<file path="src/rtl/wb_cmd_master.sv">
`default_nettype none
// +-----------------------------------------------------------------------------+
// | wb_cmd_master: valid/ready command stream to single-beat classic Wishbone.  |
// | Rev 1.0 - initial release                                                   |
// +-----------------------------------------------------------------------------+
module wb_cmd_master #(
    parameter int c_DATA_WIDTH = 64,
    parameter int MAX_RETRY    = 3,
    parameter int BACKOFF      = 4,
    parameter int TIMEOUT      = 1024
) (
    input  logic                    clk,
    input  logic                    rstn,
    input  logic                    cmd_valid,
    output logic                    cmd_ready,
    input  logic                    cmd_we,
    input  logic [31:0]             cmd_adr,
    input  logic [7:0]              cmd_sel,
    input  logic [c_DATA_WIDTH-1:0] cmd_dat,
    output logic                    rsp_valid,
    input  logic                    rsp_ready,
    output logic [c_DATA_WIDTH-1:0] rsp_dat,
    output logic [1:0]              rsp_status,
    output logic [31:0]             m_adr_o,
    output logic [c_DATA_WIDTH-1:0] m_dat_o,
    output logic [7:0]              m_sel_o,
    output logic [2:0]              m_cti_o,
    output logic                    m_we_o,
    output logic                    m_cyc_o,
    output logic                    m_stb_o,
    input  logic [c_DATA_WIDTH-1:0] m_dat_i,
    input  logic                    m_ack_i,
    input  logic                    m_err_i,
    input  logic                    m_rty_i
);

    localparam logic [2:0] S_IDLE    = 3'd0;
    localparam logic [2:0] S_SETUP   = 3'd1;
    localparam logic [2:0] S_ACCESS  = 3'd2;
    localparam logic [2:0] S_BACKOFF = 3'd3;
    localparam logic [2:0] S_RESP    = 3'd4;

    localparam logic [1:0] c_ST_OK      = 2'b00;
    localparam logic [1:0] c_ST_ERR     = 2'b01;
    localparam logic [1:0] c_ST_RTY_EXH = 2'b10;
    localparam logic [1:0] c_ST_TIMEOUT = 2'b11;

    localparam logic [15:0] c_RETRY_MAX    = 16'(MAX_RETRY);
    localparam logic [15:0] c_TIMEOUT_LAST = 16'(TIMEOUT - 1);
    localparam logic [15:0] c_BACKOFF_LAST = 16'(BACKOFF - 1);
    localparam logic        c_TIMEOUT_EN   = (TIMEOUT != 0);

    logic [2:0]              r_state;
    logic [2:0]              w_next;
    logic [1:0]              w_status;
    logic [15:0]             r_cnt;
    logic [15:0]             r_retry;
    logic                    w_retry_ok;
    logic                    w_timeout;
    logic                    r_cyc;
    logic                    r_rsp_valid;
    logic [1:0]              r_rsp_status;
    logic [c_DATA_WIDTH-1:0] r_rsp_dat;
    logic [31:0]             r_adr;
    logic [c_DATA_WIDTH-1:0] r_dat;
    logic [7:0]              r_sel;
    logic                    r_we;

    // r_cnt is the ACCESS wait count and the BACKOFF idle count; it restarts on every state change
    assign w_retry_ok = (r_retry < c_RETRY_MAX);
    assign w_timeout  = c_TIMEOUT_EN && (r_cnt == c_TIMEOUT_LAST);

    always_ff @(posedge clk or negedge rstn) begin
        if (!rstn) begin
            r_state <= S_IDLE;
        end else begin
            r_state <= w_next;
        end
    end

    always_comb begin
        w_next   = r_state;
        w_status = c_ST_OK;
        case (r_state)
            S_IDLE: begin
                if (cmd_valid) begin
                    w_next = S_SETUP;
                end
            end
            S_SETUP: begin
                w_next = S_ACCESS;
            end
            S_ACCESS: begin
                if (m_ack_i) begin
                    w_next = S_RESP;
                end else if (m_err_i) begin
                    w_next   = S_RESP;
                    w_status = c_ST_ERR;
                end else if (m_rty_i) begin
                    if (w_retry_ok) begin
                        w_next = S_BACKOFF;
                    end else begin
                        w_next   = S_RESP;
                        w_status = c_ST_RTY_EXH;
                    end
                end else if (w_timeout) begin
                    w_next   = S_RESP;
                    w_status = c_ST_TIMEOUT;
                end
            end
            S_BACKOFF: begin
                if (r_cnt == c_BACKOFF_LAST) begin
                    w_next = S_ACCESS;
                end
            end
            S_RESP: begin
                if (rsp_ready) begin
                    w_next = S_IDLE;
                end
            end
            default: begin
                w_next = S_IDLE;
            end
        endcase
    end

    // Registered outputs are computed from the next state so cyc/stb drop on the sampling edge
    always_ff @(posedge clk or negedge rstn) begin
        if (!rstn) begin
            r_cyc        <= 1'b0;
            r_cnt        <= '0;
            r_retry      <= '0;
            r_rsp_valid  <= 1'b0;
            r_rsp_status <= '0;
            r_rsp_dat    <= '0;
            r_adr        <= '0;
            r_dat        <= '0;
            r_sel        <= '0;
            r_we         <= 1'b0;
        end else begin
            r_cyc <= (w_next == S_ACCESS);
            r_cnt <= (w_next != r_state) ? '0 : r_cnt + 16'd1;
            if ((r_state == S_IDLE) && cmd_valid) begin
                r_adr   <= cmd_adr;
                r_dat   <= cmd_dat;
                r_sel   <= cmd_sel;
                r_we    <= cmd_we;
                r_retry <= '0;
            end
            if ((r_state == S_ACCESS) && (w_next == S_BACKOFF)) begin
                r_retry <= r_retry + 16'd1;
            end
            if ((r_state == S_ACCESS) && (w_next == S_RESP)) begin
                r_rsp_valid  <= 1'b1;
                r_rsp_status <= w_status;
                r_rsp_dat    <= (m_ack_i && !r_we) ? m_dat_i : '0;
            end else if ((r_state == S_RESP) && rsp_ready) begin
                r_rsp_valid <= 1'b0;
            end
        end
    end

    assign cmd_ready  = (r_state == S_IDLE);
    assign rsp_valid  = r_rsp_valid;
    assign rsp_dat    = r_rsp_dat;
    assign rsp_status = r_rsp_status;
    assign m_adr_o    = r_adr;
    assign m_dat_o    = r_dat;
    assign m_sel_o    = r_sel;
    assign m_we_o     = r_we;
    assign m_cyc_o    = r_cyc;
    assign m_stb_o    = r_cyc;
    assign m_cti_o    = 3'b000;

endmodule
`default_nettype wire

</file>
<file path="config.mk">
export PLATFORM = sky130hd
export DESIGN_NAME = wb_cmd_master
export DESIGN_NICKNAME = d
export VERILOG_FILES = /design/src/rtl/wb_cmd_master.sv
export SDC_FILE = /design/constraint.sdc
export NUM_CORES = 1
export LEC_CHECK = 0
export ABC_CLOCK_PERIOD_IN_PS = 3840
export BUFFER_PORTS_ARGS = -buffer_cell sky130_fd_sc_hd__buf_2
export CORE_ASPECT_RATIO = 1.25
export CORE_MARGIN = 5
export CORE_UTILIZATION = 45
export CTS_BUF_LIST = sky130_fd_sc_hd__clkbuf_2 sky130_fd_sc_hd__clkbuf_4 sky130_fd_sc_hd__clkbuf_8
export DETAILED_ROUTE_END_ITERATION = 16
export GPL_ROUTABILITY_DRIVEN = 0
export PLACE_DENSITY = 0.75
export SYNTH_ARGS = -nofsm -noshare
export SYNTH_HDL_FRONTEND = slang
export SYNTH_SLANG_ARGS = --single-unit
</file>
<file path="constraint.sdc">
create_clock -name clk -period 3.84 [get_ports clk]
set_input_delay 0.192 -clock clk [delete_from_list [all_inputs] [get_ports clk]]
set_output_delay 0.192 -clock clk [all_outputs]
set_load 0.01 [all_outputs]
</file>
After elaboration in Yosys (flattened, before gate mapping)
Index checks and enable logic that the tools add are counted.
{"block": "word_totals", "regBits": 208, "in_bits": 176, "word_cells": 54}
{"block": "op_classes", "n_addsub": 2, "magnitude_cmp": 1, "n_eq_ne": 10, "muxes": 21, "reduce_logical": 9}
{"op": "$mux W64", "count": 1}
{"op": "$mux W16", "count": 3}
{"op": "$add A16 B1 Y16 const B", "count": 2}
{"op": "$mux W3", "count": 8}
{"op": "$eq A16 B10 Y1 const B", "count": 1}
{"op": "$eq A16 B2 Y1 const B", "count": 1}
{"op": "$lt A16 B2 Y1 const B", "count": 1}
{"op": "$pmux W3 S5", "count": 1}
{"op": "$eq A3 B2 Y1 const B", "count": 4}
{"op": "$mux W2", "count": 6}
{"op": "$eq A3 B3 Y1 const B", "count": 2}
{"op": "$logic_and A1 B1 Y1", "count": 5}
{"op": "$reduce_bool A2 Y1", "count": 2}
{"op": "$eq A3 B1 Y1 const B", "count": 1}
{"op": "$logic_not A3 Y1", "count": 1}
{"op": "$ne A3 B3 Y1", "count": 1}
{"op": "$mux W1", "count": 2}
{"op": "$logic_not A1 Y1", "count": 1}

Logic depth before layout (Yosys ltp)
{"block": "logic_depth", "ltp_word": 9, "ltp_mapped": 9, "depth_no_buf": 6}

Worst setup path after synthesis
Ideal clock, no wire load.
{"block": "synth_timing", "path_type": "flip-flop to flip-flop", "start": "reg r_cnt[0]", "end": "reg r_rsp_status[0] (netlist: rsp_status[0])", "setup_time_ps": 127, "arrival_ps": 2197, "path_slack_ps": 1516, "path_stages_with_launch": 9, "synth_period_minus_slack_ps": 2324, "cell_sequence": "dfrtp_1 -> ha_1 -> nand3_2 -> or3_4 -> or3_1 -> buf_2 -> o211ai_4 -> buf_6 -> mux2_1"}
{"block": "synth_between", "elab_chain_cells": 8, "elab_cells_between_ends": 15}
{"item": "start: declaration", "line_no": "56", "rtl": "logic [15:0] r_cnt;"}
{"item": "start signal: assignment", "line_no": "142", "rtl": "r_cnt <= (w_next != r_state) ? '0 : r_cnt + 16'd1;"}
{"item": "$eq A16 B10 Y1", "line_no": "71", "rtl": "assign w_timeout = c_TIMEOUT_EN && (r_cnt == c_TIMEOUT_LAST);"}
{"item": "$mux W3", "line_no": "106", "rtl": "end else if (w_timeout) begin"}
{"item": "$mux W3", "line_no": "99", "rtl": "end else if (m_rty_i) begin"}
{"item": "$mux W3", "line_no": "96", "rtl": "end else if (m_err_i) begin"}
{"item": "$mux W3", "line_no": "94", "rtl": "if (m_ack_i) begin"}
{"item": "$pmux W3 S5", "line_no": "84", "rtl": "case (r_state)"}
{"item": "$eq A3 B3 Y1", "line_no": "153", "rtl": "if ((r_state == S_ACCESS) && (w_next == S_RESP)) begin"}
{"item": "$logic_and A1 B1 Y1", "line_no": "153"}
{"item": "end signal: assignment", "line_no": "155", "rtl": "r_rsp_status <= w_status;"}
{"item": "end: declaration", "line_no": "62", "rtl": "logic [1:0] r_rsp_status;"}
Several ways; a longest one is shown, not always the timed one.
A chain may end at the register's enable or synchronous reset.

Worst setup path in the final report
{"block": "layout_timing", "start": "reg r_cnt[0]", "end": "reg r_rsp_dat[4] (netlist: rsp_dat[4])"}
{"block": "layout_between", "elab_chain_cells": 8, "elab_cells_between_ends": 10}
{"item": "$eq A16 B10 Y1", "line_no": "71"}
{"item": "$mux W3", "line_no": "106"}
{"item": "$mux W3", "line_no": "99"}
{"item": "$mux W3", "line_no": "96"}
{"item": "$mux W3", "line_no": "94"}
{"item": "$pmux W3 S5 (*)", "line_no": "84"}
{"item": "$eq A3 B3 Y1 (*)", "line_no": "153"}
{"item": "$logic_and A1 B1 Y1 (*)", "line_no": "153"}
{"item": "end signal: assignment", "line_no": "156", "rtl": "r_rsp_dat <= (m_ack_i && !r_we) ? m_dat_i : '0;"}
{"item": "end: declaration", "line_no": "63", "rtl": "logic [c_DATA_WIDTH-1:0] r_rsp_dat;"}
Every way passes the cells marked *; elsewhere a longest branch is shown, timed or not.

==> reports/results.md <==
| Quantity | Value | Unit |
| --- | --- | --- |
| GRT Total Usage | 0.244 | - |
| Final-report setup violation count | 0 | - |
| CP bufs+invs | 1 | - |
| Number of placed I/O pins | 354 | - |
| Final net count | 1,372 | - |
| Initial detailed-routing violation count | 350 | - |
| Clock Pin Slew Worst Setup and Hold Paths | 0.06 | ns |
| Number of clock buffers inserted by TritonCTS | 35 | - |
| Core Area | 18,800 | sq um |
| HPWL after DPL | 16,000 | um |
| Commonest cells in the netlist | 208 x dfrtp_1, 105 x mux2_2, 69 x inv_1, 64 x nand4b_1, 40 x o21ai_0 | - |
| Maximum fanout encountered on the critical timing path | 55 | - |
| Dominant cell by count in the synthesized netlist | dfrtp_1 | - |
| Setup bufs post-CTS | 0 | - |
| Power per cell area | 688 | nW/um^2 |
| Layout cell share with drive strength beyond 1 | 0.445 | - |
| Async set-reset flop share out of synthesis | 1.00 | - |
| Average instance area after synthesis | 12.6 | sq um |
| Clock period minus worst slack | 2.62 | ns |
| Critical-path top delay cell | or3_4 | - |
| Antenna violation net count after detailed routing | 0 | - |
| Critical path capture point type | flop | - |
| Drt pass-1 iters | 5 | - |
| Max-cap viol count | 0 | - |
| Routed wire per std cell | 19.0 | um |
| Portion of synthesized cell area occupied by the leading cell type | 0.605 | - |
| Pins over their slew limit | 0 | - |
| Post-synth cell types | 43 | - |
| Layout overhead on the synthesized area | 50.1 | % |
| CTS root buffer | clkbuf_8 | - |
| Number of failing hold endpoints at the final stage | 0 | - |
| Global routing usage on met3 | 0.0810 | - |
| Ranking of synthesized cells by area | dfrtp_1 60%, mux2_2 14%, nand4b_1 6.5% | - |
| Number of clock sinks seen by CTS | 208 | - |
| Sum of overflow across all layers after global routing | 0 | - |
| Cell type with the largest total area after synthesis | dfrtp_1 | - |
| Remaining design rule violation count | 0 | - |
| Accumulated negative setup slack | 0 | ns |
| Pin slew with the least headroom to its limit | 1.12 | ns |
| Setup Crit Path Kind | reg2reg | - |
| Total number of H-tree levels | 2 | - |
| Synthesis Warnings | 0 | - |
| First-pass GRT wire length | 43,200 | um |
| Standby leakage power | 0.00621 | uW |
| Highest clock frequency the design can meet | 381 | MHz |
| Most frequently used flop master after synthesis | dfrtp_1 | - |
| Highest cell delay on the worst timing path | 0.43 | ns |
| Critical path startpoint category | flop | - |
| Number of antenna violations at the first check in global routing | 1 | - |
| Global routing met2 resource utilization | 0.419 | - |
| Crit path max-delay family | simple AND/OR/NAND/NOR gates | - |
| Synthesized cell area | 8610 | sq um |
| FF+latch count, synth | 208 | - |
| Setup repair after global routing missed its margin | false | - |
| Cells traversed along the worst timing path | ha_1 > nand3_2 > or3_4 > or3_1 > o211ai_4 > buf_12 > o21ai_0 | - |
| TritonCTS clock tree | yes | - |
| Sequential element share of the synthesized area | 0.605 | - |
| Clock latency on the worst-skew pair | 0.50 | ns |
| DIE WIDTH | 134 | um |
| Via Count | 7,364 | - |
| Worst-case headroom to the max-slew limit | 0.247 | - |
| Number of standard-cell rows in the floorplan | 56 | - |
| Vias per cell | 5.08 | - |
| Path class of the lowest-slack min-delay path | in2reg | - |
| Total length of routed wires | 27,600 | um |
| Final design utilization | 0.688 | - |
| Required time worst endpoint | 4.20 | ns |
| Final worst clock skew | 0.0251 | ns |
| Period utilization | 0.684 | - |
| Most congested layer reported by global routing | met2 | - |
| Number of global-route vias before repair | 8,139 | - |
| Chip Height | 165 | um |
| Pin count of the biggest net entering global routing | 115 | - |
| Met1 capacity usage during global routing | 0.280 | - |
| Post-synth EDFFs | 0 | - |
| Run status | complete, no violations | - |
| I/O Buffers | 350 | - |
| Deepest clock path buffer count | 3 | - |
| Worst EP arrival | 2.99 | ns |
| Starting utilization of the core area | 0.458 | - |
| Total die area | 22,000 | sq um |
| Number of cells produced by synthesis | 683 | - |
| Worst-case vdd ir drop | 0.000483 | V |
==> final timing paths <==
check	from	to	slack [ns]	depth (start not counted)
max in group asynchronous	rstn	m_adr_o[15]$_DFFE_PN0P_	2.50	3
min in group asynchronous	rstn	rsp_dat[34]$_DFFE_PN0P_	0.37	2
setup / recovery	r_cnt[0]$_DFF_PN0_	rsp_dat[4]$_DFFE_PN0P_	1.22	7
setup reg to reg	r_cnt[0]$_DFF_PN0_	rsp_dat[4]$_DFFE_PN0P_	1.22	7
hold / removal	m_dat_i[8]	rsp_dat[8]$_DFFE_PN0P_	0.07	3
hold reg to reg	r_retry[6]$_DFFE_PN0P_	r_retry[6]$_DFFE_PN0P_	0.49	1
==> placed cells by master, fill, tap and decap left out, drive strengths merged, types with 5 or more instances in the layout <==
cell type      n
nor3           5
nand3          5
clkbuf        56
o21ai         71
nor2           9
mux2         106
dlygate4sd3  167
dfrtp        208
xnor2          9
inv           69
and2          15
nand2         12
xor2           5
nand4b        64
nand4          6
buf          355
nor4          21
==> metal layers <==
metal | vias up | share of wire
met5 | - | 0.00073
met4 | 2 | 0.037
met3 | 78 | 0.091
met2 | 376 | 0.50
met1 | 3515 | 0.37
li1 | 3393 | -
==> through the flow <==
step	area, sq um	hold slack (ns)	power [uW]	setup WS, ns	std cells
after floorplan	8610	-0.104	5280	1.52	685
after global placement	10500	0.382	6470	1.32	1222
after detailed placement	10500	0.373	6560	1.24	1222
after CTS	12900	0.00332	8820	1.23	1447
after global routing	12900	0.0538	9380	1.06	1448
final	12900	0.0740	8890	1.22	1451
==> registers in the layout, indices dropped and copies added, names as in the netlist <==
name / cells
r_state: 3
m_cyc_o: 1
r_cnt: 16
m_adr_o: 32
rsp_valid: 1
m_we_o: 1
r_retry: 16
m_sel_o: 8
rsp_dat: 64
rsp_status: 2
m_dat_o: 64
==> layout make-up <==
class,instances,area (sq um)
timing repair buffer,523,3510
sequential,208,5210
inverter,69,259
fill,1247,5860
multi-input combinational,357,2900
antenna,3,7.51
tap,232,290
clock buffer,55,694
clock inverter,4,45.0
==> worst register-to-register path, stage by stage (launching register included) <==
cell	delay (ns)
dfrtp_1	0.38
ha_1	0.24
nand3_2	0.13
or3_4	0.43
or3_1	0.43
o211ai_4	0.40
buf_12	0.31
o21ai_0	0.17
==> power breakdown <==
| part | internal, uW | switching [uW] | total, uW |
|---|---|---|---|
| clock network | 1210 | 879 | 2090 |
| logic | 1590 | 1680 | 3260 |
| registers | 2990 | 539 | 3530 |
==> cells by family (layout without fill, tap and decap cells) <==
| kind of cell | after synthesis | in the layout | share of synthesized area |
|---|---|---|---|
| multiplexers | 106 | 106 | 0.139 |
| AND/OR/NAND/NOR | 152 | 152 | 0.124 |
| other | 1 | 6 | 0.000436 |
| buffers and inverters | 120 | 651 | 0.0597 |
| adder cells (fa/ha/maj) | 2 | 2 | 0.00291 |
| XOR/XNOR | 14 | 14 | 0.0142 |
| flip-flops | 208 | 208 | 0.605 |
| AO/OA/AOI/OAI | 80 | 80 | 0.0554 |
==> what timing repair did <==
| action | CTS | global route |
|---|---|---|
| hold buffers | 166 | 1 |
| gates resized for setup | 0 | 0 |
| endpoints found under the hold margin | 278 | 1 |
Note: power is estimated with default switching activity, not from simulation.
